### src/rtl/e203_sysmem_icb2axi_pkg.sv
`default_nettype none
// ============================================================================
//  Module  : e203_sysmem_icb2axi_pkg
//  Purpose : Shared constants for the sysmem ICB-to-AXI bridge: bus widths
//            and the fixed AXI attribute values driven on AR/AW.
//  Revision: 1.0 - initial release
// ============================================================================
package e203_sysmem_icb2axi_pkg;

    // Bus widths
    localparam int C_ADDR_W  = 32;
    localparam int C_ICB_DW  = 32;
    localparam int C_ICB_MW  = C_ICB_DW / 8;
    localparam int C_AXI_DW  = 64;
    localparam int C_AXI_SW  = C_AXI_DW / 8;

    // Fixed single-beat AXI attributes
    localparam logic [3:0] C_AXI_CACHE = 4'h0;
    localparam logic [2:0] C_AXI_PROT  = 3'h0;
    localparam logic [1:0] C_AXI_LOCK  = 2'h0;
    localparam logic [1:0] C_AXI_BURST = 2'b01;
    localparam logic [3:0] C_AXI_LEN   = 4'h0;
    localparam logic [2:0] C_AXI_SIZE  = 3'b010;

    // Outstanding-tracking FIFO entry: {is_read, addr[2]}
    localparam int C_TRK_W   = 2;
    localparam int C_TRK_RD  = 1;
    localparam int C_TRK_A2  = 0;

endpackage
`default_nettype wire

### src/rtl/sirv_gnrl_fifo.sv
`default_nettype none
// ============================================================================
//  Module  : sirv_gnrl_fifo
//  Purpose : Small synchronous FIFO with valid/ready on both sides. Input
//            ready depends only on occupancy (no cut-through, no bypass).
//  Revision: 1.0 - initial release
// ============================================================================
module sirv_gnrl_fifo #(
    parameter int DP = 2,
    parameter int DW = 2
) (
    input  logic          clk,
    input  logic          rst_n,
    input  logic          i_vld,
    output logic          i_rdy,
    input  logic [DW-1:0] i_dat,
    output logic          o_vld,
    input  logic          o_rdy,
    output logic [DW-1:0] o_dat
);

    localparam int PTR_W = (DP > 1) ? $clog2(DP) : 1;
    localparam int CNT_W = $clog2(DP + 1);

    logic [DW-1:0]    r_mem [0:DP-1];
    logic [PTR_W-1:0] r_wptr;
    logic [PTR_W-1:0] r_rptr;
    logic [CNT_W-1:0] r_cnt;

    logic w_push;
    logic w_pop;

    assign i_rdy  = (r_cnt != CNT_W'(DP));
    assign o_vld  = (r_cnt != '0);
    assign o_dat  = r_mem[r_rptr];
    assign w_push = i_vld & i_rdy;
    assign w_pop  = o_vld & o_rdy;

    function automatic logic [PTR_W-1:0] ptr_inc(input logic [PTR_W-1:0] p);
        return (p == PTR_W'(DP - 1)) ? '0 : p + 1'b1;
    endfunction

    // Storage, pointers and occupancy counter
    always_ff @(posedge clk) begin
        if (!rst_n) begin
            for (int i = 0; i < DP; i++) begin
                r_mem[i] <= '0;
            end
            r_wptr <= '0;
            r_rptr <= '0;
            r_cnt  <= '0;
        end else begin
            if (w_push) begin
                r_mem[r_wptr] <= i_dat;
                r_wptr        <= ptr_inc(r_wptr);
            end
            if (w_pop) begin
                r_rptr <= ptr_inc(r_rptr);
            end
            if (w_push && !w_pop) begin
                r_cnt <= r_cnt + 1'b1;
            end else if (w_pop && !w_push) begin
                r_cnt <= r_cnt - 1'b1;
            end
        end
    end

endmodule
`default_nettype wire

### src/rtl/e203_sysmem_icb2axi.sv
`default_nettype none
// ============================================================================
//  Module  : e203_sysmem_icb2axi
//  Purpose : 32-bit ICB master to 64-bit single-beat AXI master bridge.
//            One AXI transaction per ICB command, up to OUTS_DEPTH in
//            flight, responses returned in command order.
//  Options : E203_ICB2AXI_ERR_EN - when defined, icb_rsp_err reflects
//            rresp[1]/bresp[1] of the head transaction; otherwise tied 0.
//  Revision: 1.0 - initial release
// ============================================================================
module e203_sysmem_icb2axi
    import e203_sysmem_icb2axi_pkg::*;
#(
    parameter int OUTS_DEPTH = 2
) (
    input  logic                clk,
    input  logic                rst_n,

    input  logic                icb_cmd_valid,
    output logic                icb_cmd_ready,
    input  logic [C_ADDR_W-1:0] icb_cmd_addr,
    input  logic                icb_cmd_read,
    input  logic [C_ICB_DW-1:0] icb_cmd_wdata,
    input  logic [C_ICB_MW-1:0] icb_cmd_wmask,

    output logic                icb_rsp_valid,
    input  logic                icb_rsp_ready,
    output logic                icb_rsp_err,
    output logic [C_ICB_DW-1:0] icb_rsp_rdata,

    output logic                axi_arvalid,
    input  logic                axi_arready,
    output logic [C_ADDR_W-1:0] axi_araddr,
    output logic [3:0]          axi_arcache,
    output logic [2:0]          axi_arprot,
    output logic [1:0]          axi_arlock,
    output logic [1:0]          axi_arburst,
    output logic [3:0]          axi_arlen,
    output logic [2:0]          axi_arsize,

    output logic                axi_awvalid,
    input  logic                axi_awready,
    output logic [C_ADDR_W-1:0] axi_awaddr,
    output logic [3:0]          axi_awcache,
    output logic [2:0]          axi_awprot,
    output logic [1:0]          axi_awlock,
    output logic [1:0]          axi_awburst,
    output logic [3:0]          axi_awlen,
    output logic [2:0]          axi_awsize,

    input  logic                axi_rvalid,
    output logic                axi_rready,
    input  logic [C_AXI_DW-1:0] axi_rdata,
    input  logic [1:0]          axi_rresp,
    input  logic                axi_rlast,

    output logic                axi_wvalid,
    input  logic                axi_wready,
    output logic [C_AXI_DW-1:0] axi_wdata,
    output logic [C_AXI_SW-1:0] axi_wstrb,
    output logic                axi_wlast,

    input  logic                axi_bvalid,
    output logic                axi_bready,
    input  logic [1:0]          axi_bresp
);

    logic                r_ar_pend;
    logic                r_aw_pend;
    logic                r_w_pend;
    logic [C_ADDR_W-1:0] r_araddr;
    logic [C_ADDR_W-1:0] r_awaddr;
    logic [C_AXI_DW-1:0] r_wdata;
    logic [C_AXI_SW-1:0] r_wstrb;

    logic                w_cmd_hsk;
    logic                w_fifo_i_rdy;
    logic                w_fifo_o_vld;
    logic                w_fifo_o_rdy;
    logic [C_TRK_W-1:0]  w_fifo_i_dat;
    logic [C_TRK_W-1:0]  w_head;
    logic                w_head_rd;
    logic                w_head_a2;
    logic                w_head_rsp_vld;
    logic                w_unused;

    // A new command waits for a free tracking slot and for every AXI
    // address/data channel of the previous command to have handshaked.
    assign icb_cmd_ready = rst_n & w_fifo_i_rdy & ~r_ar_pend & ~r_aw_pend & ~r_w_pend;
    assign w_cmd_hsk     = icb_cmd_valid & icb_cmd_ready;
    assign w_fifo_i_dat  = {icb_cmd_read, icb_cmd_addr[2]};

    sirv_gnrl_fifo #(
        .DP (OUTS_DEPTH),
        .DW (C_TRK_W)
    ) u_trk_fifo (
        .clk   (clk),
        .rst_n (rst_n),
        .i_vld (w_cmd_hsk),
        .i_rdy (w_fifo_i_rdy),
        .i_dat (w_fifo_i_dat),
        .o_vld (w_fifo_o_vld),
        .o_rdy (w_fifo_o_rdy),
        .o_dat (w_head)
    );

    // AR/AW/W request registers: loaded on accept, each cleared on its own ready
    always_ff @(posedge clk) begin
        if (!rst_n) begin
            r_ar_pend <= 1'b0;
            r_aw_pend <= 1'b0;
            r_w_pend  <= 1'b0;
            r_araddr  <= '0;
            r_awaddr  <= '0;
            r_wdata   <= '0;
            r_wstrb   <= '0;
        end else begin
            if (w_cmd_hsk && icb_cmd_read) begin
                r_ar_pend <= 1'b1;
                r_araddr  <= icb_cmd_addr;
            end else if (r_ar_pend && axi_arready) begin
                r_ar_pend <= 1'b0;
            end

            if (w_cmd_hsk && !icb_cmd_read) begin
                r_aw_pend <= 1'b1;
                r_w_pend  <= 1'b1;
                r_awaddr  <= icb_cmd_addr;
                r_wdata   <= {icb_cmd_wdata, icb_cmd_wdata};
                r_wstrb   <= icb_cmd_addr[2] ? {icb_cmd_wmask, 4'b0000}
                                             : {4'b0000, icb_cmd_wmask};
            end else begin
                if (r_aw_pend && axi_awready) begin
                    r_aw_pend <= 1'b0;
                end
                if (r_w_pend && axi_wready) begin
                    r_w_pend <= 1'b0;
                end
            end
        end
    end

    assign axi_arvalid = r_ar_pend;
    assign axi_araddr  = r_araddr;
    assign axi_arcache = C_AXI_CACHE;
    assign axi_arprot  = C_AXI_PROT;
    assign axi_arlock  = C_AXI_LOCK;
    assign axi_arburst = C_AXI_BURST;
    assign axi_arlen   = C_AXI_LEN;
    assign axi_arsize  = C_AXI_SIZE;

    assign axi_awvalid = r_aw_pend;
    assign axi_awaddr  = r_awaddr;
    assign axi_awcache = C_AXI_CACHE;
    assign axi_awprot  = C_AXI_PROT;
    assign axi_awlock  = C_AXI_LOCK;
    assign axi_awburst = C_AXI_BURST;
    assign axi_awlen   = C_AXI_LEN;
    assign axi_awsize  = C_AXI_SIZE;

    assign axi_wvalid  = r_w_pend;
    assign axi_wdata   = r_wdata;
    assign axi_wstrb   = r_wstrb;
    assign axi_wlast   = 1'b1;

    // Response path is steered purely by the oldest outstanding command;
    // the other channel's ready stays low so out-of-order replies wait.
    assign w_head_rd      = w_head[C_TRK_RD];
    assign w_head_a2      = w_head[C_TRK_A2];
    assign w_head_rsp_vld = w_head_rd ? axi_rvalid : axi_bvalid;

    assign icb_rsp_valid  = w_fifo_o_vld & w_head_rsp_vld;
    assign w_fifo_o_rdy   = icb_rsp_ready & w_head_rsp_vld;
    assign axi_rready     = w_fifo_o_vld &  w_head_rd & icb_rsp_ready;
    assign axi_bready     = w_fifo_o_vld & ~w_head_rd & icb_rsp_ready;
    assign icb_rsp_rdata  = (w_fifo_o_vld && w_head_rd)
                          ? (w_head_a2 ? axi_rdata[63:32] : axi_rdata[31:0])
                          : '0;

`ifdef E203_ICB2AXI_ERR_EN
    assign icb_rsp_err = w_fifo_o_vld & (w_head_rd ? axi_rresp[1] : axi_bresp[1]);
`else
    assign icb_rsp_err = 1'b0;
`endif

    // rlast is meaningless for len 0; resp codes only matter with error reporting
    assign w_unused = ^{axi_rlast, axi_rresp, axi_bresp};

endmodule
`default_nettype wire

### config.mk
export PLATFORM = sky130hd
export DESIGN_NAME = e203_sysmem_icb2axi
export DESIGN_NICKNAME = d
export VERILOG_FILES = /design/src/rtl/e203_sysmem_icb2axi_pkg.sv /design/src/rtl/sirv_gnrl_fifo.sv /design/src/rtl/e203_sysmem_icb2axi.sv
export SDC_FILE = /design/constraint.sdc
export NUM_CORES = 1
export LEC_CHECK = 0
export ABC_AREA = 1
export CORE_AREA = 3 3 138 140
export CTS_CLUSTER_DIAMETER = 40
export DETAILED_ROUTE_END_ITERATION = 8
export DIE_AREA = 0 0 141 143
export DONT_BUFFER_PORTS = 1
export PLACE_DENSITY = 0.5
export SLEW_MARGIN = 20
export SYNTH_ARGS = -nofsm -noshare
export SYNTH_HDL_FRONTEND = slang
export SYNTH_HIERARCHICAL = 1
export SYNTH_SLANG_ARGS = --single-unit
### constraint.sdc
create_clock -name clk -period 3.75 [get_ports clk]
set_input_delay 0 -clock clk [delete_from_list [all_inputs] [get_ports clk]]
set_output_delay 0 -clock clk [all_outputs]
set_load 0.005 [all_outputs]
==> results.md, run 1 <==
- The flow ran to the end, but the final reports show violations.
- The checks that failed: hold timing.
- The combinational group share of total power is 0.136.
- The worst setup skew after layout is 0.009211 ns.
- The overall die area is slightly above 20000 µm².
- The clock period could shrink to between 2 and 3 ns.
- The die boundary width is ~140 µm.
- The number of antenna violations at the first check in global routing is 2.
- The final wirelength is around 17000 µm.
- In the layout the commonest cells are nand2_1, nor2_1, inv_1, dfxtp_1, dlygate4sd3_1.
- After clock tree synthesis, the repair step resized 0 gates.
- The post-synthesis to final-layout area growth is 18.43%.
- The max-slew headroom at the worst pin is 0.3546.
- Along the worst path, the maximum fanout reaches 33.
- Measured along the y axis, the die boundary spans 143 µm.
- Clock-pin slew was measured on the worst setup and hold paths at roughly 0.060 ns.
- The max capacitance violation total is 0.
- The number of pins exceeding their max-slew limit in the final report is 0.
- For the worst-skew pair, the clock arrives at the later sink with an insertion delay of 0.40 ns.
- The data arrival time of the worst path is 2.55 ns.
- The post-synthesis cell area is approximately 5900 µm².
- During synthesis, Yosys emitted a total of 6 warnings.
- STA classifies the critical path startpoint as a register.
- In the final routing, the length of wire on met1 measures 6143 µm.
- The number of buffers added by the clock tree synthesis step is 17.
- Counting every instance in the synthesized netlist gives roughly 930.
- The remaining antenna violation count after routing is 0.
- STA classifies the critical path endpoint as an output pin.
- After detailed routing, the met3 layer carries 1687 µm of wire.
- Once layout is complete, the utilization of the core stands at 0.3868.
- The worst register-to-register path begins at u_trk_fifo/r_cnt[0].
- Setup repair after global routing left no endpoint under its margin.
- The synthesized design contains between 100 and 150 register bits.
- The path type of the worst min-delay path is input port to register.
- Dividing the detail-routed via count by the number of cells gives between 4 and 5.
- Yosys mapped the design onto 28 distinct sky130hd cell types.
- The initial DRC count is 164.
- After clock tree synthesis, the setup repair step added 0 buffers.
- The most common library cell in the layout ignoring fill and taps is nand2_1.
- The share of synthesized area in the top cell type comes to 0.3822.
- Entering global routing, the biggest net connects 110 pins.
- IR analysis of the VDD net gives a maximum drop of about 0.00032 V.
- The clock passes through at most 2 buffers.
- At the pin with the least slew margin, the transition time is about 0.97 ns.
- For this run, design rule violations remaining after detail routing come to 0.
- The congestion estimate from routability-driven global placement came to between 0.7 and 0.8.
- Cell internal power was estimated by the tool at 2604 µW.
- Setup violations remaining at the end of the flow were counted as 0.
- The sequential area share after synthesis is 0.4026.
- Summed over all layers, the global routing overflow is 0.
- The maximum level of the CTS H-tree is 4.
- Yosys attributes the largest share of cell area to dfxtp_1, nand2_1, nor2_1.
- In the final layout, the share of cells above drive strength 1 is 0.04607.
- The core region is between 15000 and 20000 µm².
- The setup path with the least slack is of type register to output pin.
- For this design the total switching power over the nets is roughly 970 µW.
- The first global-routing pass estimated ~25000 µm of wire.
- Based on the critical path, the design can be clocked at up to about 390 MHz.
- Across every metal layer, demand over resource in global routing totals 0.1596.
- For the worst setup path, the data required time is 3.75 ns.
- The average routed wire per standard cell is roughly 14 µm.
- Before antenna repair, the detailed router went through 5 iterations.
- For this design the static power due to leakage is ~0.0036 µW.
- The count of port buffers added during placement is 0.
- Hold timing on the final database bottoms out at a slack of -0.02808 ns.
- The number of vias in the routed layout is approximately 5000.
- The final-stage net count is 1090.
- The number of global-route vias before repair is around 4500.
- The cell chosen for the clock root is clkbuf_16.
- The number of hold violations in the final report came to 6.
- The final total negative setup slack is 0 ns.
- The clock power share is 0.466.
- The wire length on met2 is 8695 µm.
- dfxtp_1 takes more of the synthesized area than any other cell.
- Of the total power, registers draw 0.398.
- The worst min-delay path startpoint is rst_n.
- Dividing total power by cell area gives a power density of between 500 and 600 nW/µm².
- After floorplanning, the core was divided into between 40 and 50 placement rows.
- The synthesized area per cell is 6.343 µm².
- The starting density of the core is 0.3266.
- The placed wire-length estimate after detailed placement is between 10000 and 15000 µm.
- The switching share of total power is 0.2710.
- The highest layer touched by signal routing is met4.
- CTS saw roughly 120 sinks.
- The TritonCTS clock tree is done.
- The number of top-level pins is 360.
- The share of the clock period used by the worst path after layout is 0.6791.
==> cell families after synthesis <==
kind of cell	count (synthesis)	share of synthesized area
simple gates	509	0.3350
buf+inv	245	0.2088
flops	116	0.4026
compound gates	49	0.04457
mux	3	0.005545
other cells	2	0.001280
fa+ha+maj	1	0.002132
==> final timing paths <==
path,slack [ns],cells after the start,to
setup / recovery,1.20,4,icb_rsp_rdata[30]
hold / removal,-0.03,3,axi_wdata[54]
hold reg to reg,0.48,2,u_trk_fifo/r_wptr
setup reg to reg,1.67,9,axi_wdata[55]
==> sequential cells by signal, summed over array words and instances (netlist names), named ones only <==
| signal | flops |
|---|---|
| axi_araddr | 32 |
| axi_awaddr | 32 |
| axi_wdata | 32 |
| axi_wstrb | 8 |
| u_trk_fifo/r_mem | 4 |
| u_trk_fifo/r_cnt | 2 |
| axi_arvalid | 1 |
| axi_awvalid | 1 |
| axi_wvalid | 1 |
| u_trk_fifo/r_rptr | 1 |
| u_trk_fifo/r_wptr | 1 |
==> cell type report <==
type	count	area, µm²
clock buffer	23	478.0
fill	1899	11020
multi-input combinational	600	2415
sequential	116	2362
timing repair buffer	78	790.8
inverter	129	484.2
tap	229	286.5
antenna	2	5.005
clock inverter	9	126.4
==> per-stage QoR <==
step | setup slack [ns] | instances | power [µW] | area (µm²) | hold slack, ns
global placement | 1.547 | 1077 | 1845 | 5570 | 0.1188
CTS | 1.122 | 1184 | 3634 | 6943 | 0.01891
detailed placement | 1.568 | 1077 | 1848 | 5570 | 0.1216
finish | 1.203 | 1186 | 3571 | 6948 | -0.02808
floorplan | 2.043 | 961 | 1827 | 6002 | 0.1001
global route | 1.076 | 1186 | 3771 | 6948 | 0.01482
==> critical path, stage by stage, from the launching register on <==
cell     delay [ns]
dfxtp_1        0.34
mux2_2         0.56
inv_1          0.71
nand2_1        0.11
a21oi_1        0.42
==> power groups by stage <==
stage | Clock (µW) | Sequential (µW) | Combinational, µW
floorplan | 0 | 1420 | 411
global route | 1770 | 1440 | 562
finish | 1660 | 1420 | 486
global placement | 0 | 1450 | 393
detailed placement | 0 | 1450 | 395
CTS | 1710 | 1430 | 493
==> layer usage <==
| metal | vias to the layer above | GRT usage |
|---|---|---|
| met2 | 201 | 0.2815 |
| li1 | 2632 | - |
| met5 | - | 0 |
| met3 | 21 | 0.07502 |
| met1 | 2121 | 0.1629 |
| met4 | 0 | 0.06782 |
==> timing repair <==
action / in CTS / in global routing
hold buffers: 75 / 0
endpoints found under the hold margin: 120 / 0
setup endpoints to repair: 0 / 0
==> cell usage after synthesis <==
| master | n |
|---|---|
| a21boi_4 | 1 |
| a21oi_1 | 41 |
| and3_1 | 1 |
| buf_1 | 1 |
| buf_2 | 16 |
| buf_4 | 70 |
| buf_6 | 3 |
| clkbuf_1 | 26 |
| conb_1 | 2 |
| dfxtp_1 | 112 |
| edfxtp_1 | 4 |
| ha_1 | 1 |
| inv_1 | 127 |
| inv_2 | 2 |
| mux2_2 | 2 |
| mux2i_1 | 1 |
| nand2_1 | 282 |
| nand3_1 | 2 |
| nand3_2 | 3 |
| nand4_1 | 7 |
| nor2_1 | 210 |
| nor2_2 | 1 |
| nor2_4 | 1 |
| nor3_1 | 1 |
| o21a_1 | 1 |
| o21ai_0 | 5 |
| o21ai_1 | 1 |
| or2_2 | 1 |
Power figures use the tool's default switching activity.
==> run 2: changes to the inputs <==
Clock period 3.75 ns to 2.4 ns, I/O delays scaled along.
==> results.md, run 2 (same netlist as run 1, synthesis figures left out) <==
- Setup repair after global routing left no endpoint under its margin.
- The critical path is of the register to register type.
- Leaving out fill and tap cells, the most frequent cell in the layout is nand2_1.
- The area of the placeable core is between 15000 and 20000 µm².
- The die is ~140 µm wide.
- Setup violations remaining at the end of the flow were counted as 0.
- The largest net degree at the start of global routing is 110.
- The first detailed-routing pass took 4 iterations.
- The maximum level of the CTS H-tree is 4.
- The wire-length estimate of the detail-placed layout is approximately 12000 µm.
- The first global-routing pass estimated between 20000 and 25000 µm of wire.
- The clock edge transition at the registers on the reported setup and hold paths is roughly 0.060 ns.
- The number of pins exceeding their max-slew limit in the final report is 0.
- The average routed wire per standard cell is 14.53 µm.
- The post-synthesis to final-layout area growth is 18.34%.
- The hold buffer count at cts is between 70 and 80.
- TritonCTS built the clock tree.
- The number of vias in the routed layout is slightly below 5000.
- The routed design has between 15000 and 20000 µm of wire.
- The number of resized instances in the post-cts repair step is 0.
- In the routed design, unresolved DRC markers number 0.
- For the pin with the worst max-slew slack, the measured transition is ~0.71 ns.
- The share of cells above drive strength 1 is 0.05214.
- Clock latency on the worst-skew pair, taken at its later pin, is 0.41 ns.
- On the final layout, the worst clock skew is 0.007277 ns.
- The filler cells instantiated in the layout total between 1500 and 2000.
- Summed over all layers, the global routing overflow is 0.
- The first routing iteration left approximately 160 violations.
- The final layout contains approximately 1100 nets.
- The path type of the worst min-delay path is input port to register.
- In this run the static leakage power is 0.003597 µW.
- The worst path required time is 2.70 ns.
- The remaining antenna violation count after routing is 0.
- The area used by multi-input combinational logic is between 2000 and 2500 µm².
- The worst slack at placement is 0.5432 ns.
- The count of port buffers added during placement is 0.
- In the final timing run, aggregate negative setup slack is 0 ns.
- The number of global-route vias before repair is roughly 4500.
- The count of buffers added by post-CTS timing repair for setup is 0.
- The number of cell rows is ~50.
- The run finished with clean final reports.
- The worst IR drop on VDD is ~0.00046 V.
- The routability-driven placement congestion ratio is between 0.8 and 0.9.
- The cell area reported after detailed placement is roughly 5600 µm².
- The library cells used most frequently in the layout, excluding fill and tap cells, are nand2_1, nor2_1, inv_1, dfxtp_1, dlygate4sd3_1.
- The final worst setup slack is 0.2313 ns.
- The die is roughly 140 µm tall.
- Summing all non-filler instances in the final layout gives an area of just under 7000 µm².
- The number of antenna violations at the first check in global routing is 0.
- The worst pin sits at a relative slew slack of 0.5271.
- Timing would allow up to ~460 MHz.
- In the final layout, flip-flops and latches occupy roughly 2400 µm².
- After layout, the minimum clock period comes to 2.169 ns.
- Pin placement for this block handled between 300 and 400 I/O pins.
- Clock tree synthesis inserted a total of 17 buffers.
- The worst setup path is launched from a register.
- The share of the clock period used by the worst path after layout is 0.9036.
- The antenna cell count is 0.
- The total power is between 5000 and 6000 µW.
- Across every metal layer, demand over resource in global routing totals 0.1619.
- The starting density of the core is 0.3266.
- The tool flagged a number of max-cap violations equal to 0.
- The number of clock sinks is 116.
- The largest fanout on the critical path is 42.
- The post-detailed-route via-to-cell ratio is 4.184.
- For this design the ratio of total power to cell area is 777.1 nW/µm².
- The cell chosen for the clock root is clkbuf_16.
- The endpoint kind of the worst setup timing path is a register.
- The clock passes through at most 2 buffers.
- The number of hold violations in the final report is 0.
- Data on the critical path arrives at its endpoint at between 2 and 2.5 ns.
- The die covers a little over 20000 µm².
[run 2: path summary, 6_finish.rpt]
| path | slack (ns) | endpoint | cells past startpoint | start |
|---|---|---|---|---|
| setup / recovery | 0.23 | axi_wdata[62] | 9 | u_trk_fifo/r_cnt[1] |
| hold / removal | 0.03 | axi_wdata[57] | 3 | rst_n |
| setup reg to reg | 0.23 | axi_wdata[62] | 9 | u_trk_fifo/r_cnt[1] |
| hold reg to reg | 0.49 | u_trk_fifo/r_wptr | 2 | u_trk_fifo/r_wptr |
[run 2: area by class of cell]
type | count | area share
clock buffer | 19 | 0.06542
sequential | 116 | 0.3402
tap | 229 | 0.04127
inverter | 129 | 0.06974
clock inverter | 13 | 0.01550
timing repair buffer | 82 | 0.1200
multi-input combinational | 600 | 0.3478
[run 2: per-layer routing]
| metal | vias up | GRT usage | share of wire |
|---|---|---|---|
| met1 | 2106 | 0.1618 | 0.35 |
| li1 | 2642 | - | - |
| met4 | 0 | 0.07088 | 0.024 |
| met2 | 204 | 0.2881 | 0.52 |
| met3 | 19 | 0.07669 | 0.10 |
| met5 | - | 0 | 0 |
[run 2: metrics by stage]
stage	hold WS, ns	std cells	util
detailed placement	0.1203	1081	0.3125
floorplan	0.1001	961	-
finish	0.02539	1188	0.3865
CTS	0.02023	1188	0.3865
global placement	0.1182	1081	0.3125
global route	0.03815	1188	0.3865
[run 2: worst max-delay path, cell delays in order, from the launching register on]
cell and delay, ns:
dfxtp_1 0.45, nand2_1 0.11, nand2_1 0.07, nor2_1 0.04
nand4_1 0.16, buf_4 0.42, nand2_1 0.11, nand2_1 0.09
nor2_1 0.04, dlygate4sd3_1 0.54
[run 2: where the power goes]
part	internal [µW]	switching (µW)
Clock	1480	923
Combinational	283	489
Sequential	2080	141
